===== src/rtl/mem_resp2_pkg.sv =====
// Shared definitions for the two-port memory responder: request codes,
// bus widths and the responder FSM encodings.
package mem_resp2_pkg;

  // Request interface widths
  localparam int IOSTATEWIDTH = 2;
  localparam int ADDRWIDTH    = 8;
  localparam int WORDWIDTH    = 8;

  // Request codes driven by the cache controllers
  localparam logic [IOSTATEWIDTH-1:0] IDEL = 2'd0;
  localparam logic [IOSTATEWIDTH-1:0] RD   = 2'd1;
  localparam logic [IOSTATEWIDTH-1:0] WT   = 2'd2;

  // Responder FSM encodings
  localparam int MR_STATEWIDTH = 2;
  typedef enum logic [MR_STATEWIDTH-1:0] {
    MR_IDLE = 2'd0,
    MR_BUSY = 2'd1,
    MR_RESP = 2'd2
  } mr_state_t;

  // Only the two defined operation codes start a transaction; the unused
  // encoding is treated like IDEL so it can never reach the array.
  function automatic logic is_req(input logic [IOSTATEWIDTH-1:0] rw);
    return (rw == RD) || (rw == WT);
  endfunction

endpackage


===== src/rtl/mem_resp2_rr_arb2.sv =====
// Two-requester round-robin arbiter. The pointer names the port that wins
// when both request together; it flips only after such a contended grant,
// so a lone requester never steals the other port's turn.
module mem_resp2_rr_arb2 (
  input  logic       clk,
  input  logic       reset,
  input  logic [1:0] req,
  input  logic       take,
  output logic       grant,
  output logic       valid
);

  logic ptr;

  assign valid = |req;

  // Grant selection: pointer breaks ties, otherwise the single requester wins
  always_comb begin
    grant = req[1];
    if (req == 2'b11) grant = ptr;
  end

  // Pointer moves to the losing port after a contended grant is taken
  always_ff @(posedge clk or negedge reset) begin
    if (!reset) begin
      ptr <= 1'b0;
    end else if (take && (req == 2'b11)) begin
      ptr <= ~ptr;
    end
  end

endmodule


===== src/rtl/mem_resp2.sv =====
// Shared main-memory responder for two snooping cache controllers.
// Captures one outstanding request per port, serialises them round-robin,
// waits LATENCY cycles and answers with a one-cycle readEn/writeDone pulse.
// Optional feature: define MEMRESP_ADDR_CHECK_EN to flag out-of-range
// addresses (sticky errToCache) instead of wrapping them modulo DEPTH.
module mem_resp2
  import mem_resp2_pkg::*;
#(
  parameter int DEPTH   = 16,
  parameter int LATENCY = 2
) (
  input  logic                    clk,
  input  logic                    reset,
  input  logic [IOSTATEWIDTH-1:0] rwFromCache0,
  input  logic [ADDRWIDTH-1:0]    addrFromCache0,
  input  logic [WORDWIDTH-1:0]    dataFromCache0,
  output logic                    readEnToCache0,
  output logic                    writeDoneToCache0,
  output logic [WORDWIDTH-1:0]    dataToCache0,
  input  logic [IOSTATEWIDTH-1:0] rwFromCache1,
  input  logic [ADDRWIDTH-1:0]    addrFromCache1,
  input  logic [WORDWIDTH-1:0]    dataFromCache1,
  output logic                    readEnToCache1,
  output logic                    writeDoneToCache1,
  output logic [WORDWIDTH-1:0]    dataToCache1,
  output logic                    errToCache
);

  localparam int IDXW = (DEPTH > 1) ? $clog2(DEPTH) : 1;
  localparam int CNTW = 4;
  localparam logic [CNTW-1:0] CNT_LOAD = CNTW'(LATENCY - 1);

  // Per-port views of the request inputs
  logic [IOSTATEWIDTH-1:0] rw_in   [2];
  logic [ADDRWIDTH-1:0]    addr_in [2];
  logic [WORDWIDTH-1:0]    data_in [2];

  assign rw_in[0]   = rwFromCache0;
  assign addr_in[0] = addrFromCache0;
  assign data_in[0] = dataFromCache0;
  assign rw_in[1]   = rwFromCache1;
  assign addr_in[1] = addrFromCache1;
  assign data_in[1] = dataFromCache1;

  // Captured requests
  logic [1:0]              pending;
  logic [IOSTATEWIDTH-1:0] req_rw   [2];
  logic [ADDRWIDTH-1:0]    req_addr [2];
  logic [WORDWIDTH-1:0]    req_data [2];

  // Service state
  mr_state_t             state;
  logic [CNTW-1:0]       cnt;
  logic                  svc;
  logic [WORDWIDTH-1:0]  mem [DEPTH];

  logic                  arb_grant;
  logic                  arb_valid;
  logic                  access;
  logic [1:0]            done;
  logic [IOSTATEWIDTH-1:0] svc_rw;
  logic [ADDRWIDTH-1:0]  svc_addr;
  logic [WORDWIDTH-1:0]  svc_data;
  logic [IDXW-1:0]       svc_idx;
  logic                  in_range;
  logic [WORDWIDTH-1:0]  rd_word;

  mem_resp2_rr_arb2 u_arb (
    .clk   (clk),
    .reset (reset),
    .req   (pending),
    .take  (state == MR_IDLE),
    .grant (arb_grant),
    .valid (arb_valid)
  );

  // The array access happens on the edge that leaves BUSY
  assign access   = (state == MR_BUSY) && (cnt == '0);
  assign done     = access ? (svc ? 2'b10 : 2'b01) : 2'b00;
  assign svc_rw   = req_rw[svc];
  assign svc_addr = req_addr[svc];
  assign svc_data = req_data[svc];
  assign svc_idx  = svc_addr[IDXW-1:0];

`ifdef MEMRESP_ADDR_CHECK_EN
  localparam logic [ADDRWIDTH:0] DEPTH_W = (ADDRWIDTH+1)'(DEPTH);
  assign in_range = ({1'b0, svc_addr} < DEPTH_W);
`else
  logic unused_addr_hi;
  assign in_range       = 1'b1;
  assign unused_addr_hi = ^svc_addr[ADDRWIDTH-1:IDXW];
  assign errToCache     = 1'b0;
`endif

  assign rd_word = in_range ? mem[svc_idx] : '0;

  // Request capture: one slot per port; requests arriving while the slot is busy are dropped
  always_ff @(posedge clk or negedge reset) begin
    if (!reset) begin
      pending <= 2'b00;
      for (int i = 0; i < 2; i++) begin
        req_rw[i]   <= IDEL;
        req_addr[i] <= '0;
        req_data[i] <= '0;
      end
    end else begin
      for (int i = 0; i < 2; i++) begin
        if (!pending[i] && is_req(rw_in[i])) begin
          pending[i]  <= 1'b1;
          req_rw[i]   <= rw_in[i];
          req_addr[i] <= addr_in[i];
          req_data[i] <= data_in[i];
        end else if (done[i]) begin
          pending[i] <= 1'b0;
        end
      end
    end
  end

  // Responder FSM with registered response pulses, read data and array
  always_ff @(posedge clk or negedge reset) begin
    if (!reset) begin
      state             <= MR_IDLE;
      cnt               <= '0;
      svc               <= 1'b0;
      readEnToCache0    <= 1'b0;
      writeDoneToCache0 <= 1'b0;
      dataToCache0      <= '0;
      readEnToCache1    <= 1'b0;
      writeDoneToCache1 <= 1'b0;
      dataToCache1      <= '0;
`ifdef MEMRESP_ADDR_CHECK_EN
      errToCache        <= 1'b0;
`endif
      for (int i = 0; i < DEPTH; i++) mem[i] <= '0;
    end else begin
      readEnToCache0    <= 1'b0;
      writeDoneToCache0 <= 1'b0;
      readEnToCache1    <= 1'b0;
      writeDoneToCache1 <= 1'b0;
      case (state)
        MR_IDLE: begin
          if (arb_valid) begin
            svc   <= arb_grant;
            cnt   <= CNT_LOAD;
            state <= MR_BUSY;
          end
        end
        MR_BUSY: begin
          if (cnt == '0) begin
            state <= MR_RESP;
            if (svc_rw == RD) begin
              if (svc) begin
                dataToCache1   <= rd_word;
                readEnToCache1 <= 1'b1;
              end else begin
                dataToCache0   <= rd_word;
                readEnToCache0 <= 1'b1;
              end
            end else begin
              if (in_range) mem[svc_idx] <= svc_data;
              if (svc) writeDoneToCache1 <= 1'b1;
              else     writeDoneToCache0 <= 1'b1;
            end
`ifdef MEMRESP_ADDR_CHECK_EN
            if (!in_range) errToCache <= 1'b1;
`endif
          end else begin
            cnt <= cnt - 1'b1;
          end
        end
        MR_RESP: state <= MR_IDLE;
        default: state <= MR_IDLE;
      endcase
    end
  end

endmodule


===== config.mk =====
export PLATFORM = sky130hd
export DESIGN_NAME = mem_resp2
export DESIGN_NICKNAME = d
export VERILOG_FILES = /design/src/rtl/mem_resp2_pkg.sv /design/src/rtl/mem_resp2_rr_arb2.sv /design/src/rtl/mem_resp2.sv
export SDC_FILE = /design/constraint.sdc
export NUM_CORES = 1
export LEC_CHECK = 0
export ABC_CLOCK_PERIOD_IN_PS = 4800
export CAP_MARGIN = 5
export CORE_UTILIZATION = 35
export DETAILED_ROUTE_END_ITERATION = 12
export PLACE_DENSITY = 0.52
export SYNTH_ARGS = -nofsm -noshare
export SYNTH_HDL_FRONTEND = slang
export SYNTH_SLANG_ARGS = --single-unit
export TNS_END_PERCENT = 5

===== constraint.sdc =====
create_clock -name clk -period 4.8 [get_ports clk]
set_clock_uncertainty 0.05 [all_clocks]
set_input_delay 0.48 -clock clk [delete_from_list [all_inputs] [get_ports clk]]
set_output_delay 0.48 -clock clk [all_outputs]
set_load 0.03 [all_outputs]

# --- Word level (Yosys, flattened, before mapping) ---
# Cells that the tools add are included.
# Widths: inputs -> output; s select.
totals:
  reg_bits: 186
  input_bits: 38
  out_inout_bits: 21
op_classes:
  n_addsub: 1
  n_lt_le_gt_ge: 3
  eq_ne: 10
  n_mux: 42
  bitwise: 5
  reduce_logical: 21
ops:
  columns: ["operator", "count"]
  rows:
  - ["$bwmux 128", 1]
  - ["$mux 8", 6]
  - ["$bmux 8 s4", 1]
  - ["$demux 8 s4", 1]
  - ["$mux 4", 5]
  - ["$mux 1", 19]
  - ["$mux 2", 7]
  - ["$eq 2x1->1 const B", 4]
  - ["$pmux 4 s2", 1]
  - ["$reduce_and 4->1", 2]
  - ["$eq 2x2->1 const B", 3]
  - ["$reduce_and 3->1", 2]
  - ["$reduce_bool 2->1", 3]
  - ["$ge 5x5->1 const B", 1]
  - ["$logic_and 1x1->1", 5]
  - ["$lt 5x1->1 const B", 1]
  - ["$not 4->5", 1]
  - ["$logic_not 4->1", 1]
  - ["$ne 2x2->1 const B", 2]
  - ["$pmux 2 s2", 1]
  - ["$reduce_and 2->1", 2]
  - ["$sub 4x1->4 const B", 1]
  - ["$not 1->1", 3]
  - ["$ge 2x2->1 const B", 1]
  - ["other kinds (6)", 8]

# --- Depth between registers and ports, before layout ---
# Gate-level depths: netlist (run 1).
logic_depth:
  depth_word: 10
  mapped_depth: 9
  mapped_depth_nobuf: 7

# --- Cells and area by module ---
# Synthesis (run 1) repeated with hierarchy kept, for this count alone.
unflattened:
  cells_unflattened: 1011
  area_unflattened_um2: 9401.5
modules_own_cells:
  columns: ["module", "n_inst", "cells_each", "area_per_inst_um2", "seq_area_each_um2"]
  rows:
  - ["mem_resp2", 1, 1005, 9345.2, 4629.4]
  - ["mem_resp2_rr_arb2", 1, 6, 56.3, 25.0]

# --- Worst setup path before layout (run 1) ---
# Ideal clock, no wire load.
synth_path:
  path_kind: "reg-to-reg"
  from: "register cnt[0]"
  to: "register dataToCache0[0]"
  setup_ns: 0.125
  arrival_ns: 2.037
  slack_ns: 2.588
  stages_incl_launch_ff: 8
  path_buffers: 1
  synth_period_minus_slack_ns: 2.212
  path_cell_list: "dfrtp_1 -> inv_1 -> ha_1 -> or3b_1 -> nor3_4 -> nor4bb_1 -> buf_2 -> mux2_2"
synth_via:
  elab_chain_len: 2
synth_rtl:
  columns: ["element", "line_no", "text"]
  rows:
  - ["from (decl)", "mem_resp2.sv:53", "logic [CNTW-1:0] cnt;"]
  - ["from (signal assigned)", "mem_resp2.sv:169", "cnt <= cnt - 1'b1;"]
  - ["$logic_not 4->1", "mem_resp2.sv:150", "if (cnt == '0) begin"]
  - ["$reduce_and 4->1 (no source line)", null, null]
  - ["to (signal assigned)", "mem_resp2.sv:157", "dataToCache0 <= rd_word;"]
  - ["to (decl)", "mem_resp2.sv:19", "output logic [WORDWIDTH-1:0] dataToCache0,"]
# No other way between the ends.
# A chain may end at the register's enable or synchronous reset.

# --- Worst setup path after layout (run 1) ---
layout_path:
  from: "register cnt[0]"
  to: "register mem[88] in the netlist's numbering"
layout_via:
  elab_chain_len: 2
layout_rtl:
  columns: ["element", "line_no", "text"]
  rows:
  - ["$logic_not 4->1", "mem_resp2.sv:150", null]
  - ["$reduce_and 3->1 (no source line)", null, null]
  - ["to (signal, indexed assignment)", "mem_resp2.sv:161", "if (in_range) mem[svc_idx] <= svc_data;"]
  - ["to (decl)", "mem_resp2.sv:55", "logic [WORDWIDTH-1:0] mem [DEPTH];"]
# No other way between the ends.

==> impl_metrics.ini, run 1 <==
[floorplanning]
initial_core_util = 0.355
chipHeight_um = 167
die_w_um = 167
fp.coreArea_um2 = 26800
die-area_um2 = 27900
pin_count = 59
rows = 60

[critical_path]
r2r_start = cnt[0]$_DFFE_PN0P_
cp-start-kind = flip-flop
crit_chain = inv_1 > ha_1 > or3b_1 > nor3_4 > nand4_1 > nand2_1 > o21ai_0
crit_cells = 7
crit_family = simple AND/OR/NAND/NOR gates
cpPeakStageDelay_ps = 900
reg2reg_slack_ps = 1460
cpMaxStageDelayCell = nor3_4
crit_required_ps = 5050
cp_num_buf_inv = 1
worst_ep_arrival_time_ps = 3580
timing.rr.end = mem[88]$_DFFE_PN0P_
path_class = reg2reg
crit_fanout = 25
end_kind = flip-flop
critical_path.startpoint = cnt[0]$_DFFE_PN0P_
rr_worst_depth = 7

[timing]
drv_slew = 0
min_period_ps = 3340
hold_viol = 0
worst_hold_slack_ps = 81.2
setup_viol = 0
worstMarginPinSlew_ps = 1150
max_freq_ghz = 0.300
fin_tns_setup_ps = 0
timing.final.ws_setup_ps = 1460
relSlewSlack = 0.229
rsz0062_at_grt = no
post-route-period-util = 0.695

[run]
max_cap_viol_count = 0

[cts]
cts_tree = done
htreeDepth = 4
cts.sink_count = 186
cts_buffers = 17
insertion_delay_ps = 430
cts.path.max_buffers = 2
clk_pin_slew_ps = 70
cts-root-buf = clkbuf_16
cts_resized = 0
cts_setup_buffers = 0
cts-hold-fix-buffers = 0

[synthesis]
syn-cell-area_um2 = 9530
ys_ff_latch = 186
synth_top_area_frac = 0.489
synth_mux_area_frac = 0.0545
synth_cell_types = 50
synth_top_family_by_area = compound AO/OA/AOI/OAI gates
synth_simple_gate_area_share = 0.159
yosysTopAreaCell = dfrtp_1
synth_cells = 1006
synth_edf_count = 0
synth_xor_area_frac = 0.00460
netlist_top_cells_area = dfrtp_1, nand2_1, mux2_2, o22ai_1, o21ai_0
seq_area_frac_synth = 0.489
synth_area_per_cell_um2 = 9.47
synth_compound_area_frac = 0.233
synthFlopType = dfrtp_1
synthAdderAreaFrac = 0.00263
async_reset_ff_frac = 1.00
synth_nets = 1046
ys_warn_count = 0

[routing]
viasPerCell = 5.37
post_drt_wl_per_cell_um = 19.1
drc = 0
dr_wl_met2_um = 11900
vias = 7348
maxUsedRoutingLayer = met4
route.met3.wl_um = 1190
drt.antenna.violating_nets = 0
wl_met1_um = 12600
wl_um = 26200
first_iter_violations = 522
firstDrtPassIters = 5

[global_routing]
first_global_vias = 7199
grt_antenna_before_repair = 0
track_usage = 0.197
overflow = 0
grt_max_degree = 107
grt_pass1_wl_um = 42000

[cells_and_area]
antenna_cells = 0
layout.area.seq_um2 = 4660
multi_input_area_um2 = 4350
final_nets = 1055
syn2layout_area_growth_pct = 14.5
fillers = 2632
drive_above_1_share = 0.148
design_area_um2 = 10900

[place]
hpwl_um = 15900
placed_cell_area_um2 = 10300
port-buffer-count = 49
gp_congestion = 0.761
place_ws_ps = 1480

[power_and_ir_drop]
leakage_nw = 4.48
ir_drop_v = 0.000314
pwr_density_cell_nw_per_um2 = 640

[worst_hold_path]
hp-class = in2async

[run_status]
status = complete, no violations
==> worst reg2reg max path: stages, from the launching register on <==
cell and delay, ps:
dfrtp_1 370, inv_1 100, ha_1 150, or3b_1 440, nor3_4 900, nand4_1 850
nand2_1 250, o21ai_0 100
==> synthesized netlist by cell type (2+ instances only) <==
cell type,instances
buf_6,6
o21ai_0,84
dfrtp_1,186
o22ai_1,69
nand3_1,3
a2111oi_0,2
nand4_2,10
a21oi_1,25
xor2_1,2
mux2_2,39
nor3b_1,2
a2111oi_2,6
nor2b_1,2
o22ai_2,2
mux2i_1,8
o41ai_1,3
nor2_1,29
nand4_1,5
clkbuf_1,54
o31ai_1,2
buf_2,21
o21a_1,33
xnor2_1,3
nor3_1,2
o41ai_2,22
o32ai_1,26
buf_4,6
nand2b_1,26
nand2_1,241
ha_1,2
o2111ai_1,8
inv_1,31
and4_1,3
o21ai_1,27
==> area by class of cell <==
cell class,count,share of cell area
Sequential cell,186,0.427
Multi-Input combinational cell,701,0.399
Timing Repair Buffer,77,0.0646
Clock buffer,18,0.0403
Tap cell,341,0.0391
Clock inverter,14,0.0192
Inverter,32,0.0110
==> stage by stage <==
| step | instances | utilization | power, mW |
|---|---|---|---|
| 3_5_place_dp | 1337 | 0.383 | 5.48 |
| 4_1_cts | 1369 | 0.407 | 7.04 |
| 5_1_grt | 1369 | 0.407 | 7.43 |
| 2_1_floorplan | 1006 | - | 4.45 |
| 6_report | 1369 | 0.407 | 6.99 |
| 3_3_place_gp | 1337 | 0.383 | 5.44 |
==> flip-flops by register name, indices dropped and copies added (netlist names) <==
register	count
readEnToCache0	1
req_addr	8
svc	1
readEnToCache1	1
req_data	16
cnt	4
mem	128
req_rw	4
pending	2
dataToCache0	8
dataToCache1	8
state	2
writeDoneToCache1	1
u_arb.ptr	1
writeDoneToCache0	1
==> power by group <==
group / internal (mW) / switching [mW]
clock: 0.900 / 0.652
combinational: 0.970 / 1.92
sequential: 2.08 / 0.470
total: 3.95 / 3.04
==> logic make-up (layout without fill, tap and decap cells) <==
family          Yosys count  in the layout
compound gates          313            313
simple gates            333            333
buf+inv                 119            141
fa+ha+maj                 2              2
flops                   186            186
other cells               1              1
xor+xnor                  5              5
mux                      47             47
==> routing by layer <==
| layer | vias to the layer above | GRT usage |
|---|---|---|
| met4 | 0 | 0.0592 |
| met5 | - | 0 |
| met3 | 29 | 0.0375 |
| met2 | 159 | 0.303 |
| li1 | 3594 | - |
| met1 | 3566 | 0.281 |
==> cell usage in the layout, fill, tap and decap left out, types with 26 or more instances in the layout <==
cell	count
o21a_1	33
mux2_2	39
nand2b_1	26
nand2_1	240
clkdlybuf4s50_1	48
o21ai_0	84
o21ai_1	27
buf_4	28
nor2_1	29
dfrtp_1	184
inv_1	31
o22ai_1	69
==> worst max-delay path by stage <==
stage / end / slack, ps
floorplan: dataToCache0[0]$_DFFE_PN0P_ / 2590
global placement: mem[89]$_DFFE_PN0P_ / 1560
detailed placement: mem[88]$_DFFE_PN0P_ / 1480
CTS: mem[88]$_DFFE_PN0P_ / 1480
global route: mem[91]$_DFFE_PN0P_ / 1210
finish: mem[88]$_DFFE_PN0P_ / 1460
Note: power is estimated with default switching activity, not from simulation.
==> run 2: changes to the inputs <==
--- a/config.mk
+++ b/config.mk
@@ -5,11 +5,11 @@
 export SDC_FILE = /design/constraint.sdc
 export NUM_CORES = 1
 export LEC_CHECK = 0
-export ABC_CLOCK_PERIOD_IN_PS = 4800
+export ABC_CLOCK_PERIOD_IN_PS = 2900
 export CAP_MARGIN = 5
 export CORE_UTILIZATION = 35
 export DETAILED_ROUTE_END_ITERATION = 12
-export PLACE_DENSITY = 0.52
+export PLACE_DENSITY = 0.54
 export SYNTH_ARGS = -nofsm -noshare
 export SYNTH_HDL_FRONTEND = slang
 export SYNTH_SLANG_ARGS = --single-unit
==> constraint.sdc (replaced) <==
create_clock -name clk -period 2.9 [get_ports clk]
set_clock_uncertainty 0.05 [all_clocks]
set_input_delay 0.29 -clock clk [delete_from_list [all_inputs] [get_ports clk]]
set_output_delay 0.29 -clock clk [all_outputs]
set_load 0.03 [all_outputs]
==> impl_metrics.ini, run 2 (same netlist as run 1, synthesis figures left out) <==
[routing]
wl_um = 26200
vias = 7409
first_iter_violations = 462
drc = 0
post_drt_wl_per_cell_um = 18.8
firstDrtPassIters = 4
drt.antenna.violating_nets = 0
viasPerCell = 5.32

[critical_path]
crit_family = buffers and inverters
crit_required_ps = 3180
crit_chain = buf_4 > or2_1 > buf_12 > o22ai_1 > o41ai_2 > buf_4 > o2111ai_1 > mux2_2
cpMaxStageDelayCell = dfrtp_1
path_class = reg2reg
cpPeakStageDelay_ps = 500
end_kind = flip-flop
cp-start-kind = flip-flop
cp_num_buf_inv = 3
crit_fanout = 34
worst_ep_arrival_time_ps = 2880
crit_path_frequent_cell = buf_4

[floorplanning]
die-area_um2 = 27900
pin_count = 59
chipHeight_um = 167
initial_core_util = 0.355
rows = 60
fp.coreArea_um2 = 26800
die_w_um = 167

[timing]
post-route-period-util = 0.897
fin_tns_setup_ps = 0
worst_hold_slack_ps = 369
max_freq_ghz = 0.384
setup_viol = 0
worstMarginPinSlew_ps = 947
hold_viol = 0
relSlewSlack = 0.367
drv_slew = 0
rsz0062_at_grt = no
timing.final.ws_setup_ps = 298
min_period_ps = 2600

[place]
gp_congestion = 0.766
hpwl_um = 16200
placed_cell_area_um2 = 10600
place_ws_ps = 318
port-buffer-count = 49
placed_cells = 1359

[cts]
cts_resized = 0
cts_buffers = 17
insertion_delay_ps = 440
clk_pin_slew_ps = 80
cts_tree = done
htreeDepth = 4
cts_setup_buffers = 0
cts-root-buf = clkbuf_16
cts.path.max_buffers = 2
cts.sink_count = 186

[power_and_ir_drop]
pwr_density_cell_nw_per_um2 = 1050
ir_drop_v = 0.000511
p_total_mw = 11.8
leakage_nw = 4.65

[cells_and_area]
instances_no_fill = 1392
largest_reg_flops = 128
final_nets = 1078
top_regs = mem (128), req_data (16)
fillers = 2651
fin_util = 0.419
design_area_um2 = 11200
layout_commonest_cell = nand2_1
top_register = mem
layout.area.seq_um2 = 4660
multi_input_area_um2 = 4350
syn2layout_area_growth_pct = 17.9
antenna_cells = 0
drive_above_1_share = 0.165
layout_common_cells = nand2_1, dfrtp_1, o21ai_0, o22ai_1, clkdlybuf4s50_1

[run_status]
status = complete, no violations

[worst_hold_path]
hp-class = in2reg

[global_routing]
track_usage = 0.198
grt_max_degree = 92
grt_pass1_wl_um = 42700
first_global_vias = 7325
grt_antenna_before_repair = 0
overflow = 0

[run]
max_cap_viol_count = 0
==> run 2: worst register-to-register path, stage by stage, from the launching register on <==
cell       delay [ps]
dfrtp_1           500
buf_4             300
or2_1             180
buf_12            240
o22ai_1           130
o41ai_2           460
buf_4             210
o2111ai_1         140
mux2_2            300
==> run 2: what timing repair did <==
| action | CTS | global route |
|---|---|---|
| hold endpoints to repair | 72 | 0 |
| hold buffers | 1 | 0 |
| setup endpoints to repair | 0 | 0 |
==> run 2: layout make-up <==
class / count / share of cell area
Tap cell: 341 / 0.0380
Multi-Input combinational cell: 701 / 0.388
Inverter: 32 / 0.0107
Timing Repair Buffer: 100 / 0.0928
Clock inverter: 15 / 0.0179
Clock buffer: 17 / 0.0379
Sequential cell: 186 / 0.415
==> run 2: routing by layer <==
| metal | GRT usage | share of wire | routed length, µm | up-vias |
|---|---|---|---|---|
| met3 | 0.0323 | 0.039 | 1030 | 24 |
| met2 | 0.319 | 0.46 | 12200 | 146 |
| met1 | 0.273 | 0.48 | 12500 | 3605 |
| met5 | 0 | 0 | 0 | - |
| li1 | - | - | - | 3634 |
| met4 | 0.0604 | 0.020 | 523 | 0 |
==> run 2: worst paths after layout <==
check                                               to  cells past startpoint  slack [ps]                  start
hold / removal                 req_addr[1]$_DFFE_PN0P_                      3         370      addrFromCache1[1]
setup / recovery           dataToCache1[3]$_DFFE_PN0P_                      8         300        svc$_DFFE_PN0P_
max in group asynchronous           mem[2]$_DFFE_PN0P_                      3        1620                  reset
hold reg to reg                  u_arb.ptr$_DFFE_PN0P_                      1         430  u_arb.ptr$_DFFE_PN0P_
min in group asynchronous         state[0]$_DFFE_PN0P_                      2         420                  reset
setup reg to reg           dataToCache1[3]$_DFFE_PN0P_                      8         300        svc$_DFFE_PN0P_
==> run 2: report_power, final <==
part / switching (mW) / leakage, nW / internal, mW
combinational: 3.40 / 1.89 / 1.90
sequential: 0.616 / 2.45 / 3.45
clock: 1.15 / 0.306 / 1.33
total: 5.17 / 4.65 / 6.67
==> RTL edit (settings of run 1) <==
The 3 states of `mr_state_t` get a one-hot encoding in 3 bits.
--- a/src/rtl/mem_resp2_pkg.sv
+++ b/src/rtl/mem_resp2_pkg.sv
@@ -14,10 +14,10 @@
 
   // Responder FSM encodings
   localparam int MR_STATEWIDTH = 2;
-  typedef enum logic [MR_STATEWIDTH-1:0] {
-    MR_IDLE = 2'd0,
-    MR_BUSY = 2'd1,
-    MR_RESP = 2'd2
+  typedef enum logic [2:0] {
+    MR_IDLE = 3'b001,
+    MR_BUSY = 3'b010,
+    MR_RESP = 3'b100
   } mr_state_t;
 
   // Only the two defined operation codes start a transaction; the unused
Check against the original RTL: no difference found for any inputs over 4 cycles, from zero or initial values and one cycle with reset low; so few cycles prove little.
==> RTL edit against run 1 <==
First-iteration DRC count down 14%. Routed wire length down 0.16%. Synthesized cell count is 0.20% lower. Sequential cell count is 1 higher. Non-clock buffer count is 2 lower. Largest power group unchanged. Count of clock-buffer cells in the layout unchanged. Power decreased by 4.5%. Cell area down 0.53%. Setup slack got worse by 210 ps. Critical path depth fell by 1. Area after synthesis increased by 0.58%.
==> RTL edit: results (changes against run 1) <==
STA
  • Slew margin rel.: 26.3% (+3.5 points)
  • Max Fclk: 282 MHz (-5.9%)

Yosys
  • Seq/Total Area, Yosys: 48.9% (about the same)
  • Leading cell types by count after synthesis: 265 x nand2_1, 186 x dfrtp_1, 82 x o21ai_0
  • Synth top area cells: dfrtp_1 49%, nand2_1 10%, mux2_2 4.5%
  • Yosys cell types: 52 (+4.0%)
  • Yosys reg bits: 187 (+0.54%)
  • Syn_nets: 1,044 (-0.19%)

Placed design
  • Detailed Place HPWL: 16,300 um (+2.4%)
  • Routability cong.: 0.781 (+2.7%)

Global route
  • Initial antenna violation count: 1 (+1)
  • Vias in the first global route: 7,081 (-1.6%)
  • Overall Global Routing Usage: 19.7% (-0.073 points)
  • First-pass GRT wire length: 42,000 um (+0.13%)
  • Largest net degree at the start of global routing: 98 (-8.4%)

Status
  • Status: finished, final reports clean

Pwr
  • Sw frac: 45.0% (+1.6 points)
  • VDD IR max: 415 uV (+32%)
  • Leakage: 0.00416 uW (-7.3%)

Worst setup path
  • Critical path arrival: 3820 ps (+240 ps)
  • Crit-path max FO: 19 (-24%)
  • R2R cell count: 6 (-1)
  • Reg2reg setup slack: 1260 ps (-210 ps)

Finish
  • Number of diodes: 0 (unchanged)
  • Layout cell share with drive strength beyond 1: 12.9% (-1.8 points)

Clock network
  • Clock latency on the worst-skew pair: 440 ps
  • Max Root-Sink Buffers: 2 (unchanged)
  • Clock slew at the register clock pins of the worst setup and hold paths: 70 ps (about the same)
  • Root buffer cell: clkbuf_16
  • Post_cts resized: 0 (unchanged)
  • CTS Buf Count: 17 (unchanged)

Detailed routing
  • Iter 0 DRT Violations: 449 (-14%)
  • Final wirelength: 26,200 um (-0.16%)
  • DR vias: 7,340 (-0.11%)

Min path
  • Min-Delay Path Class: in -> async
-- RTL edit: power by group through the flow --
stage / clock network (uW) / logic, uW / registers, uW
after floorplan: 0 / 2010 / 2440
after global placement: 0 / 2710 / 2580
after detailed placement: 0 / 2740 / 2600
after CTS: 1410 / 2740 / 2570
after global routing: 1470 / 2980 / 2660
final: 1370 / 2730 / 2570
-- RTL edit: per-layer routing --
layer  share of wire (%)  track usage [%]  vias to the layer above  wire (um)
met5                   0                0                        -          0
met4                 2.9             7.54                        0        749
met2                  45             30.7                      198      11800
li1                    -                -                     3597          -
met1                  47             27.1                     3510      12400
met3                 4.8             3.57                       35       1260
-- RTL edit: final cells by class --
class | count | area [um^2]
fillers | 2678 | 16000
flip-flops and latches | 187 | 4680
multi-input cells | 703 | 4350
repair buffers | 75 | 714
clock buffers | 18 | 429
well taps | 341 | 427
clock inverters | 14 | 129
inverters | 31 | 116
-- RTL edit: cells by family after synthesis --
family                     after synthesis  share of synthesized area (%)
and+or+nand+nor                        337                           17.4
xor gates and xnor gates                 5                          0.457
other                                    1                         0.0391
buffers and inverters                  114                           5.85
AOI/OAI and AO/OA                      311                           21.6
DFF                                    187                           48.9
adders and majority gates                2                          0.261
muxes                                   47                           5.54
-- RTL edit: critical path, cell delays in order, from the launching register on --
cell	delay (ps)
dfrtp_1	790
or2_2	610
buf_4	370
o22ai_1	100
a2111oi_0	920
o2111ai_1	250
mux2_2	330
-- RTL edit: worst paths after layout --
check                           startpoint               to
worst min register to register   u_arb.ptr        u_arb.ptr
max in group asynchronous            reset          mem[73]
worst max register to register         svc  dataToCache0[0]
worst min-delay path                 reset          mem[52]
worst max-delay path                   svc  dataToCache0[0]
min in group clk                 u_arb.ptr        u_arb.ptr
-- RTL edit: through the flow --
step | setup WS, ps | utilization (%) | area, um^2 | hold WS, ps | instances
2_1_floorplan | 2630 | - | 9580 | 134 | 1004
4_1_cts | 1290 | 40.4 | 10900 | 93.5 | 1369
5_1_grt | 1100 | 40.4 | 10900 | 112 | 1369
3_3_place_gp | 1320 | 38.3 | 10300 | 408 | 1337
3_5_place_dp | 1310 | 38.3 | 10300 | 415 | 1337
6_report | 1260 | 40.4 | 10900 | 47.1 | 1369
